--- src/rtl/hamming_frame_encoder.sv ---
// -----------------------------------------------------------------------------
// hamming_frame_encoder
//
// Serial Hamming(7,4) frame encoder.
//   - Collects DATA_BITS = 4*N_NIBBLES serial bits. The first accepted bit is
//     the data word MSB.
//   - Encodes each nibble into a 7-bit codeword {d3,d2,d1,d0,p2,p1,p0}.
//   - Prepends a sync header: SYNC_FIRST for the first frame after reset,
//     SYNC_WORD for every later frame.
//   - Shifts the frame out MSB-first.
//   - Double-buffered: the next word fills while the current frame shifts.
//
// Optional feature (macro HAMMING_SECDED_EN):
//   When defined, each codeword gains an even overall parity bit p3 and becomes
//   {c_j, p3}. The frame is then SYNC_BITS + 8*N_NIBBLES bits long.
//
// Handshakes:
//   Both ports follow valid/ready rules. A transfer happens on a rising edge
//   where valid && ready. A source never retracts valid-qualified data before
//   that transfer. While out_valid=1 && out_ready=0, out_bit, out_sof and
//   out_eof hold steady.
//
// Ports:
//   clk          rising-edge clock
//   rst_n        asynchronous active-low reset
//   in_bit       serial data bit
//   in_valid     in_bit is valid
//   in_ready     block can accept a bit (input buffer not full)
//   out_bit      serial frame bit (shifter MSB)
//   out_valid    out_bit is valid
//   out_ready    downstream accepts out_bit
//   out_sof      out_bit is the first header bit
//   out_eof      out_bit is the last frame bit
//   frame_count  frames fully transmitted (wraps)
//   dbg_state_o  output shifter state (0 = idle, 1 = sending)
// -----------------------------------------------------------------------------
module hamming_frame_encoder #(
  parameter int                   N_NIBBLES  = 8,
  parameter int                   SYNC_BITS  = 8,
  parameter logic [SYNC_BITS-1:0] SYNC_FIRST = 8'h6E,
  parameter logic [SYNC_BITS-1:0] SYNC_WORD  = 8'h7E,
  parameter int                   CNT_W      = 16
) (
  input  logic             clk,
  input  logic             rst_n,
  input  logic             in_bit,
  input  logic             in_valid,
  output logic             in_ready,
  output logic             out_bit,
  output logic             out_valid,
  input  logic             out_ready,
  output logic             out_sof,
  output logic             out_eof,
  output logic [CNT_W-1:0] frame_count,
  output logic             dbg_state_o
);

  localparam int DATA_BITS = 4 * N_NIBBLES;
`ifdef HAMMING_SECDED_EN
  localparam int CW = 8;
`else
  localparam int CW = 7;
`endif
  localparam int FRAME_BITS = SYNC_BITS + CW * N_NIBBLES;
  localparam int FILL_W     = $clog2(DATA_BITS);
  localparam int BCNT_W     = $clog2(FRAME_BITS);

  typedef enum logic {
    ST_IDLE = 1'b0,
    ST_SEND = 1'b1
  } state_e;

  // Input side state
  logic [DATA_BITS-1:0]  data_q, data_d;
  logic [FILL_W-1:0]     fill_cnt_q;
  logic [FILL_W-1:0]     wr_idx;
  logic                  buf_full_q;
  logic                  first_q;

  // Output side state
  state_e                state_q;
  logic [FRAME_BITS-1:0] shift_q;
  logic [FRAME_BITS-1:0] frame_d;
  logic [BCNT_W-1:0]     bit_cnt_q;
  logic                  sof_q;
  logic                  eof_q;
  logic [CNT_W-1:0]      frame_cnt_q;

  // Handshake and transfer qualifiers
  logic accept;
  logic last_fill;
  logic out_fire;
  logic last_bit_fire;
  logic load;

  // Encoder scratch
  logic [3:0]    nib;
  logic [6:0]    cw7;

  assign in_ready  = !buf_full_q;
  assign accept    = in_valid && in_ready;
  assign last_fill = (fill_cnt_q == FILL_W'(DATA_BITS - 1));
  // Bit k of the word lands at data[DATA_BITS-1-k].
  assign wr_idx    = FILL_W'(DATA_BITS - 1) - fill_cnt_q;

  assign out_valid     = (state_q == ST_SEND);
  assign out_fire      = out_valid && out_ready;
  assign last_bit_fire = out_fire && eof_q;
  // A full buffer moves into the shifter when the shifter is idle, or on the
  // very edge that accepts its last bit. The second case gives gap-free
  // back-to-back frames.
  assign load          = buf_full_q && ((state_q == ST_IDLE) || last_bit_fire);

  assign out_bit     = shift_q[FRAME_BITS-1];
  assign out_sof     = sof_q;
  assign out_eof     = eof_q;
  assign frame_count = frame_cnt_q;
  assign dbg_state_o = state_q;

  always_comb begin
    data_d = data_q;
    if (accept) begin
      data_d[wr_idx] = in_bit;
    end
  end

  // Frame image built from the buffered word.
  // Codeword j occupies frame_d[CW*j +: CW]; the header sits on top.
  always_comb begin
    frame_d = '0;
    nib     = '0;
    cw7     = '0;
    frame_d[FRAME_BITS-1 -: SYNC_BITS] = first_q ? SYNC_FIRST : SYNC_WORD;
    for (int j = 0; j < N_NIBBLES; j++) begin
      nib = data_q[4*j +: 4];
      cw7 = {nib,
             nib[1] ^ nib[2] ^ nib[3],
             nib[0] ^ nib[2] ^ nib[3],
             nib[0] ^ nib[1] ^ nib[3]};
`ifdef HAMMING_SECDED_EN
      frame_d[CW*j +: CW] = {cw7, ^cw7};
`else
      frame_d[CW*j +: CW] = cw7;
`endif
    end
  end

  // Input fill and buffer ownership.
  // accept and load are mutually exclusive: accept needs !buf_full_q and
  // load needs buf_full_q.
  always_ff @(posedge clk or negedge rst_n) begin
    if (!rst_n) begin
      data_q     <= '0;
      fill_cnt_q <= '0;
      buf_full_q <= 1'b0;
      first_q    <= 1'b1;
    end else begin
      data_q <= data_d;
      if (accept) begin
        if (last_fill) begin
          fill_cnt_q <= '0;
          buf_full_q <= 1'b1;
        end else begin
          fill_cnt_q <= fill_cnt_q + FILL_W'(1);
        end
      end else if (load) begin
        buf_full_q <= 1'b0;
      end
      if (load) begin
        first_q <= 1'b0;
      end
    end
  end

  // Output shifter FSM with registered sof/eof flags.
  always_ff @(posedge clk or negedge rst_n) begin
    if (!rst_n) begin
      state_q     <= ST_IDLE;
      shift_q     <= '0;
      bit_cnt_q   <= '0;
      sof_q       <= 1'b0;
      eof_q       <= 1'b0;
      frame_cnt_q <= '0;
    end else begin
      if (last_bit_fire) begin
        frame_cnt_q <= frame_cnt_q + CNT_W'(1);
      end
      if (load) begin
        state_q   <= ST_SEND;
        shift_q   <= frame_d;
        bit_cnt_q <= '0;
        sof_q     <= 1'b1;
        eof_q     <= 1'b0;
      end else if (out_fire) begin
        if (eof_q) begin
          state_q   <= ST_IDLE;
          shift_q   <= '0;
          bit_cnt_q <= '0;
          sof_q     <= 1'b0;
          eof_q     <= 1'b0;
        end else begin
          state_q   <= ST_SEND;
          shift_q   <= {shift_q[FRAME_BITS-2:0], 1'b0};
          bit_cnt_q <= bit_cnt_q + BCNT_W'(1);
          sof_q     <= 1'b0;
          // The next bit shown is the last one when this bit is second-to-last.
          eof_q     <= (bit_cnt_q == BCNT_W'(FRAME_BITS - 2));
        end
      end
    end
  end

endmodule
--- config.mk ---
export PLATFORM = sky130hd
export DESIGN_NAME = hamming_frame_encoder
export DESIGN_NICKNAME = d
export VERILOG_FILES = /design/src/rtl/hamming_frame_encoder.sv
export SDC_FILE = /design/constraint.sdc
export NUM_CORES = 1
export LEC_CHECK = 0
export CORE_ASPECT_RATIO = 0.5
export CORE_UTILIZATION = 59
export CTS_CLUSTER_SIZE = 28
export DETAILED_ROUTE_END_ITERATION = 6
export PLACE_DENSITY_LB_ADDON = 0.1
export RECOVER_POWER = 50
export SLEW_MARGIN = 5
export SYNTH_ARGS = -nofsm -noshare
export SYNTH_HDL_FRONTEND = slang
export SYNTH_SLANG_ARGS = --single-unit
--- constraint.sdc ---
create_clock -name clk -period 4.3 [get_ports clk]
set_input_delay 0.43 -clock clk [delete_from_list [all_inputs] [get_ports clk]]
set_output_delay 0.43 -clock clk [all_outputs]
set_load 0.02 [all_outputs]
## Yosys cells after proc, flatten, opt, wreduce, memory -nomap -nowiden

Cells that the tools add are included.

| word-level totals | value |
|---|---|
| output and inout bits | 22 |
| flip-flop bits (word level) | 128 |
| bits of input ports | 5 |
| word-level logic and storage cells | 100 |

| operators by class | value |
|---|---|
| $add $sub $neg | 4 |
| eq/ne operators | 3 |
| magnitude comparators | 2 |
| bitwise logic cells | 49 |
| reductions and logical operators | 10 |
| muxes and demuxes | 22 |

Operator list:

| cell | number |
|---|---|
| $mux 64 | 3 |
| $xor 1x1->1 | 48 |
| $bwmux 32 | 1 |
| $mux 6 | 3 |
| $add 16x1->16 const B | 1 |
| $mux 1 | 12 |
| $mux 5 | 2 |
| $add 6x1->6 const B | 1 |
| $eq 6x6->1 const B | 1 |
| $lt 5x6->1 const B | 1 |
| $add 5x1->5 const B | 1 |
| $demux 1 s5 | 1 |
| $eq 5x5->1 const B | 1 |
| $ge 5x1->1 const B | 1 |
| $logic_and 1x1->1 | 5 |
| $sub 5x5->5 const A | 1 |
| $reduce_bool 2->1 | 2 |
| $ne 2x1->1 const B | 1 |
| $reduce_and 2->1 | 1 |
| $logic_not 1->1 | 1 |
| $logic_or 1x1->1 | 1 |
| $not 1->1 | 1 |

## Depth between registers and ports, before layout

Gate-level depths: netlist of run 1.

| logic depth | value |
|---|---|
| depth after elaboration | 6 |
| depth in mapped cells | 6 |

## Worst setup path before layout of run 1

Ideal clock, no wire load.

| timing path | value |
|---|---|
| path type | register to register |
| start | reg state_q (netlist: dbg_state_o) |
| end | reg shift_q[10] |
| clock period less this slack | 1561 ps |
| setup time | 127 ps |
| data arrival time | 1434 ps |
| stages on the path, launching flop included | 7 |
| path buffers | 2 |
| setup slack | 2739 ps |
| required time | 4173 ps |
| cells stage by stage | dfrtp_1 buf_4 a21boi_4 nor2_4 buf_6 a222oi_1 inv_1 |

| between the ends | value |
|---|---|
| word-level cells in the longest chain between the ends | 5 |
| elaborated cells on any way between the ends | 7 |
| those cells by class | 1 x mux; 1 x bitwise; 5 x reduce/logical |

Ends and longest elaborated chain:

| what | line | text |
|---|---|---|
| start: declaration | 81 | `state_e state_q;` |
| start signal: assignment | 178 | `state_q <= ST_IDLE;` |
| start signal: assignment | 189 | `state_q <= ST_SEND;` |
| start signal: assignment | 196 | `state_q <= ST_IDLE;` |
| $logic_and 1x1->1 | 107 | `assign out_fire = out_valid && out_ready;` |
| $logic_and 1x1->1 | 108 | `assign last_bit_fire = out_fire && eof_q;` |
| $logic_or 1x1->1 | 112 | `assign load = buf_full_q && ((state_q == ST_IDLE) \|\| last_bit_fire);` |
| $logic_and 1x1->1 | 112 |  |
| $mux 64 or $reduce_bool 2->1 (tied branches) | -- |  |
| end signal: assignment | 190 | `shift_q <= frame_d;` |
| end signal: assignment | 203 | `shift_q <= {shift_q[FRAME_BITS-2:0], 1'b0};` |
| end: declaration | 82 | `logic [FRAME_BITS-1:0] shift_q;` |

Several ways; a longest one is shown, not always the timed one.
A chain may end at the register's enable or synchronous reset.

## Final worst setup path of run 1

| timing path | value |
|---|---|
| start | reg buf_full_q |
| end | reg shift_q[7] |

| between the ends | value |
|---|---|
| word-level cells in the longest chain between the ends | 2 |
| elaborated cells on any way between the ends | 3 |
| those cells by class | 1 x mux; 2 x reduce/logical |

Ends and longest elaborated chain:

| what | line | text |
|---|---|---|
| start: declaration | 77 | `logic buf_full_q;` |
| start signal: assignment | 155 | `buf_full_q <= 1'b0;` |
| start signal: assignment | 162 | `buf_full_q <= 1'b1;` |
| start signal: assignment | 167 | `buf_full_q <= 1'b0;` |
| $logic_and 1x1->1 (*) | 112 |  |
| $mux 64 or $reduce_bool 2->1 (tied branches) | -- |  |

Every way passes the cells marked *; elsewhere a longest branch is shown, timed or not.

==> results by group, run 1 <==
Outcome
  • Status: complete, but fails checks
  • Violated checks: max-capacitance violations, max-slew violations

Logic synthesis
  • Avg Synthesized Cell Area: 11.1 sq um
  • Yosys reg bits: 128
  • EDFF count, synth: 0
  • Library cells used by synthesis: 41
  • Main synth FF type: dfrtp_1
  • Ys Warns: 0
  • Netlist Area Pre-Place: 0.00595 sq mm
  • Sequential share of the synthesized area: 0.539
  • Cells after Synth: 537
  • Net count after synthesis: 550
  • Asr flop ratio synth: 1.00

Route
  • Via count: 4139
  • DRC violations left: 0
  • DRT iter0 DRCs: 413
  • Detail Route Antenna Nets: 0
  • Vias per cell: 5.87
  • Wire per inst: 16.9 um
  • Wirelength, routed: 11900 um
  • Pre-antenna DRT Iters: 7

CTS
  • CTS sink cnt: 128
  • Insertion delay to the later sink of the worst-skew pair: 410 ps
  • Clk pin slew, worst setup/hold paths: 60 ps
  • Root buf cell: clkbuf_16
  • H-tree depth: 4
  • Clock buffer count from CTS: 17
  • CTS tree: yes
  • Post-CTS Hold Fix Bufs: 0
  • Post-CTS Resized: 0
  • Post-CTS setup buffers: 0
  • Max Root-Sink Buffers: 2

Setup path
  • R2R setup slack: 1360 ps
  • Crit Reg-Reg Endpoint: shift_q[7]
  • CP peak stage delay: 1340 ps
  • CP Buf/Inv Count: 1
  • Worst flop-to-flop path startpoint: buf_full_q
  • CP Launch Type: register
  • Setup crit end kind: register
  • Reg2Reg Depth: 5
  • CP Max Fanout: 40
  • Critical path endpoint: shift_q[7]
  • Worst setup startpoint: buf_full_q
  • CP max-delay cell: a21oi_1
  • CP Cell Sequence: nor2b_2 > a21oi_1 > buf_4 > a221oi_1 > nor2_1
  • CP top delay family: compound AO/OA/AOI/OAI gates
  • Critical path data arrival time: 3270 ps
  • Critical path depth in cells: 5
  • CP Data Required Time: 4630 ps
  • CP Class: register to register

Pwr
  • Flop pwr share: 0.430
  • Cell Pwr Density: 680 mW/mm^2
  • P_leak: 3.07 nW
  • Switching Fraction: 0.324
  • Net Sw Power: 1.50 mW
  • Clock group share of total power: 0.318
  • P_int: 3.14 mW
  • Worst VDD drop: 0.000416 V
  • Comb power frac: 0.252

Floorplan
  • Core footprint: 0.00960 sq mm
  • Initial core utilization: 0.619
  • IO Pins: 27
  • Die ar.: 0.0105 sq mm
  • Height of the chip: 73 um
  • DIE WIDTH: 144 um
  • Row count: 25

Cells and area
  • Diodes inserted: 0
  • Final nets: 570
  • Util after Layout: 0.712
  • Share of layout cells above drive strength 1: 0.139
  • Syn-to-layout area delta: 14.9%

Global routing
  • Total grt overflow: 0
  • Global-route wire length before repair: 20100 um
  • Initial antenna violation count: 0
  • Vias in the first global route: 4036
  • GRT Util Overall: 0.253
  • Largest net degree at the start of global routing: 70

Place
  • Post-DP HPWL: 7340 um
  • GPL Wtd Cong: 0.814
  • Port bufs: 26

Timing
  • Slew Limit Fails: 124
  • Worst Skew: 9.76 ps
  • Post-layout minimum cycle time: 2940 ps
  • Setup Viol. Count Final: 0
  • Setup TNS Final: 0 ps
  • Max Clk Rate: 0.340 GHz
  • Hold Vio Cnt, Final: 0
  • RSZ-0062 raised after global routing: false
  • Final Cycle Share: 0.684
  • Slew headroom: -0.189
  • Least-Margin Pin Slew: 1780 ps

Run
  • Max Cap Viol: 3

Worst hold path
  • Worst hold-check path type: input port to asynchronous set/reset pin
## sequential cells by signal (all words and copies together), names as in the netlist
name / count
bit_cnt_q: 6
buf_full_q: 1
data_q: 32
dbg_state_o: 1
fill_cnt_q: 5
first_q: 1
frame_count: 16
out_eof: 1
out_sof: 1
shift_q: 64
## power by group through the flow
stage / Combinational [mW] / Sequential [mW] / Clock [mW]
2_1_floorplan: 1.00 / 1.88 / 0
3_3_place_gp: 1.14 / 2.00 / 0
3_5_place_dp: 1.18 / 2.01 / 0
4_1_cts: 1.19 / 1.99 / 1.50
5_1_grt: 1.32 / 2.06 / 1.55
6_report: 1.17 / 2.00 / 1.48
## metal layers
| metal | wire [um] | up-vias | global-route usage |
|---|---|---|---|
| li1 | - | 1937 | - |
| met1 | 5830 | 2091 | 0.354 |
| met2 | 5430 | 100 | 0.388 |
| met3 | 480 | 11 | 0.0512 |
| met4 | 134 | 0 | 0.103 |
| met5 | 0 | - | 0 |
## how the worst min path moves through the flow
stage,from,end,slack [ps],cells past startpoint
floorplan,rst_n,bit_cnt_q[0],130,0
global route,frame_count[15],frame_count[15],500,1
CTS,rst_n,frame_count[10],170,1
finish,rst_n,frame_count[9],470,1
detailed placement,frame_count[15],frame_count[15],460,1
global placement,frame_count[15],frame_count[15],460,1
## per-stage QoR
| stage | std cells | worst slack (ps) | cell area, sq um | total power, mW | hold WS [ps] |
|---|---|---|---|---|---|
| CTS | 705 | 2120 | 6860 | 4.68 | 173 |
| floorplan | 537 | 2740 | 5950 | 2.89 | 134 |
| detailed placement | 673 | 1700 | 6250 | 3.18 | 462 |
| finish | 705 | 1360 | 6840 | 4.65 | 469 |
| global route | 705 | 1050 | 6840 | 4.93 | 503 |
| global placement | 673 | 1700 | 6250 | 3.14 | 463 |
## cell usage after synthesis (3+ instances only)
library cell | number | area share
and2_1 | 6 | 0.0063
nor2_1 | 66 | 0.042
nand3b_1 | 4 | 0.0050
buf_6 | 3 | 0.0057
nor3b_1 | 3 | 0.0038
nand3_1 | 9 | 0.0076
nand4_1 | 5 | 0.0053
a221oi_1 | 23 | 0.034
o21ai_0 | 14 | 0.012
nand2b_1 | 3 | 0.0032
clkbuf_1 | 7 | 0.0044
a221o_1 | 5 | 0.0084
and3_1 | 5 | 0.0053
inv_1 | 37 | 0.023
buf_4 | 4 | 0.0050
mux2_2 | 33 | 0.062
ha_1 | 8 | 0.017
a31oi_1 | 3 | 0.0032
buf_2 | 17 | 0.014
nand2_1 | 44 | 0.028
a222oi_1 | 32 | 0.054
xnor2_1 | 54 | 0.080
nor3_1 | 4 | 0.0034
dfrtp_1 | 127 | 0.53
## kinds of logic after synthesis
family                   share of synthesized area
XOR/XNOR                                    0.0825
multiplexers                                0.0625
AND/OR/NAND/NOR                              0.121
buffers and inverters                       0.0528
flip-flops                                   0.539
AO/OA/AOI/OAI                                0.126
adder cells (fa/ha/maj)                     0.0168
## area by class of cell
type	instances	area, sq um
clock inverters	15	186
repair buffers	32	297
clock buffers	17	425
inverters	37	139
flip-flops and latches	128	3200
fillers	689	2770
multi-input cells	341	2410
well taps	135	169
## cells in the final DEF (no fill, tap or decap), types with 2 or more instances in the layout
cell / instances
a21oi_1: 3
a221o_1: 5
a221oi_1: 23
a222oi_1: 32
a22o_1: 2
a31oi_1: 3
and2_1: 5
and3_1: 5
buf_4: 5
bufinv_16: 3
clkbuf_16: 17
clkdlybuf4s50_1: 23
clkinv_4: 4
clkinvlp_4: 4
dfrtp_1: 127
dlygate4sd3_1: 2
ha_1: 8
inv_1: 37
inv_6: 3
mux2_2: 33
nand2_1: 44
nand2b_1: 3
nand3_1: 9
nand3b_1: 4
nand4_1: 5
nor2_1: 66
nor2_4: 2
nor3_1: 4
nor3b_1: 3
o21ai_0: 14
xnor2_1: 54
xor2_1: 2
Power figures use the tool's default switching activity.
==> run 2: changes to the inputs <==
clock period = 2.9 ns   (was 4.3 ns; I/O delays follow)
==> results by group, run 2 (same netlist as run 1, synthesis figures left out) <==
Outcome
  • Status: finished, final reports clean (was complete, but fails checks)

Place
  • Placed insts: 675 (was 673)
  • Placed cell area: 0.00630 sq mm (was 0.00625 sq mm)
  • Port bufs: 26 (unchanged)
  • Pre-CTS setup slack: 734 ps (was 1700 ps)
  • Post-DP HPWL: 7380 um (was 7340 um)
  • GPL Wtd Cong: 0.756 (was 0.814)

Timing
  • Setup TNS Final: 0 ps (unchanged)
  • Slew Limit Fails: 0 (was 124)
  • Fin worst setup slack: 720 ps (was 1360 ps)
  • RSZ-0062 raised after global routing: false (unchanged)
  • Worst Skew: 6.45 ps (was 9.76 ps)
  • Slew headroom: 0.0615 (was -0.189)
  • Min Hold Slack: 393 ps (was 469 ps)
  • Post-layout minimum cycle time: 2180 ps (was 2940 ps)
  • Setup Viol. Count Final: 0 (unchanged)
  • Max Clk Rate: 0.459 GHz (was 0.340 GHz)
  • Hold Vio Cnt, Final: 0 (unchanged)
  • Final Cycle Share: 0.752 (was 0.684)
  • Least-Margin Pin Slew: 1410 ps (was 1780 ps)

Setup path
  • CP Class: register to register (unchanged)
  • CP Max Fanout: 44 (was 40)
  • Worst flop-to-flop path startpoint: dbg_state_o (was buf_full_q)
  • CP Launch Type: register (unchanged)
  • CP Data Required Time: 3180 ps (was 4630 ps)
  • Critical path data arrival time: 2460 ps (was 3270 ps)
  • R2R setup slack: 720 ps (was 1360 ps)
  • Setup crit end kind: register (unchanged)
  • Crit Reg-Reg Endpoint: shift_q[4] (was shift_q[7])
  • Reg2Reg Depth: 5 (unchanged)

CTS
  • Clk pin slew, worst setup/hold paths: 60 ps (about the same)
  • Post-CTS setup buffers: 0 (unchanged)
  • H-tree depth: 4 (unchanged)
  • Max Root-Sink Buffers: 2 (unchanged)
  • Post-CTS Hold Fix Bufs: 1 (was 0)
  • Post-CTS Resized: 0 (unchanged)
  • CTS sink cnt: 128 (unchanged)
  • Insertion delay to the later sink of the worst-skew pair: 410 ps (about the same)
  • Root buf cell: clkbuf_16 (unchanged)
  • CTS tree: yes (unchanged)
  • Clock buffer count from CTS: 17 (unchanged)

Floorplan
  • Height of the chip: 73 um (unchanged)
  • Die ar.: 0.0105 sq mm (unchanged)
  • IO Pins: 27 (unchanged)
  • Row count: 25 (unchanged)
  • Core footprint: 0.00960 sq mm (unchanged)
  • Initial core utilization: 0.619 (unchanged)
  • DIE WIDTH: 144 um (unchanged)

Global routing
  • Initial antenna violation count: 0 (unchanged)
  • Vias in the first global route: 3907 (was 4036)
  • Largest net degree at the start of global routing: 66 (was 70)
  • GRT Util Overall: 0.259 (was 0.253)
  • Total grt overflow: 0 (unchanged)
  • Global-route wire length before repair: 20200 um (was 20100 um)

Cells and area
  • Most frequent cells in the layout: dfrtp_1 (127), nor2_1 (66), xnor2_1 (54) (unchanged)
  • Finished Cell Area: 0.00688 sq mm (was 0.00684 sq mm)
  • Register area: 0.00320 sq mm (unchanged)
  • Max reg flops: 64 (unchanged)
  • Biggest register: shift_q (unchanged)
  • Share of layout cells above drive strength 1: 0.141 (was 0.139)
  • Syn-to-layout area delta: 15.7% (was 14.9%)
  • Diodes inserted: 0 (unchanged)
  • Final nets: 573 (was 570)
  • Util after Layout: 0.717 (was 0.712)
  • Commonest non-fill, non-tap cell in the layout: dfrtp_1 (unchanged)
  • Finished Layout Cells: 708 (was 705)
  • Area of the multi-input gates: 0.00243 sq mm (was 0.00241 sq mm)
  • Fill cell count: 709 (was 689)

Route
  • DRT iter0 DRCs: 373 (was 413)
  • Via count: 4181 (was 4139)
  • Detail Route Antenna Nets: 0 (unchanged)
  • Wire per inst: 17.1 um (was 16.9 um)
  • Pre-antenna DRT Iters: 7 (unchanged)
  • Wirelength, routed: 12100 um (was 11900 um)
  • Vias per cell: 5.91 (was 5.87)
  • DRC violations left: 0 (unchanged)

Worst hold path
  • Worst hold-check path type: input port to asynchronous set/reset pin (unchanged)

Pwr
  • Cell Pwr Density: 994 mW/mm^2 (was 680 mW/mm^2)
  • Total power: 6.84 mW (was 4.65 mW)
  • P_leak: 3.10 nW (was 3.07 nW)
  • Worst VDD drop: 0.000479 V (was 0.000416 V)

Run
  • Max Cap Viol: 0 (was 3)
run 2: cell count changes in the layout (fill, tap and decap cells not counted), sizes merged:
cell,change
clkinvlp,-1
inv,-3
bufinv,-1
buf,+3
clkdlybuf4s50,+1
clkbuf,+3
clkinv,+1
run 2: worst max-delay path, stage by stage, from the launching register on:
cell      delay (ps)
dfrtp_1          560
a21boi_0         560
nor2_4           210
buf_12           240
a222oi_1         380
inv_1             90
run 2: worst max-delay path by stage:
stage | start | endpoint | slack [ps]
2_1_floorplan | dbg_state_o | shift_q[10] | 1340
3_3_place_gp | out_ready | shift_q[50] | 790
3_5_place_dp | out_ready | shift_q[50] | 730
4_1_cts | dbg_state_o | shift_q[21] | 910
5_1_grt | rst_n | frame_count[0] | 400
6_report | dbg_state_o | shift_q[4] | 720
run 2: final cells by class:
type | count | area share
Tap cell | 135 | 0.0245
Timing Repair Buffer | 35 | 0.0525
Clock inverter | 11 | 0.0164
Clock buffer | 21 | 0.0684
Multi-Input combinational cell | 341 | 0.352
Inverter | 37 | 0.0202
Sequential cell | 128 | 0.466
run 2: per-layer routing:
layer	global-route usage	wire (um)
met3	0.0676	746
met1	0.362	5710
met2	0.389	5520
met5	0	0
met4	0.0993	149
run 2: report_power, final:
group | switching [mW] | leakage [nW] | internal (mW)
sequential | 0.599 | 1.61 | 2.39
combinational | 0.832 | 1.20 | 0.927
clock | 0.773 | 0.284 | 1.32
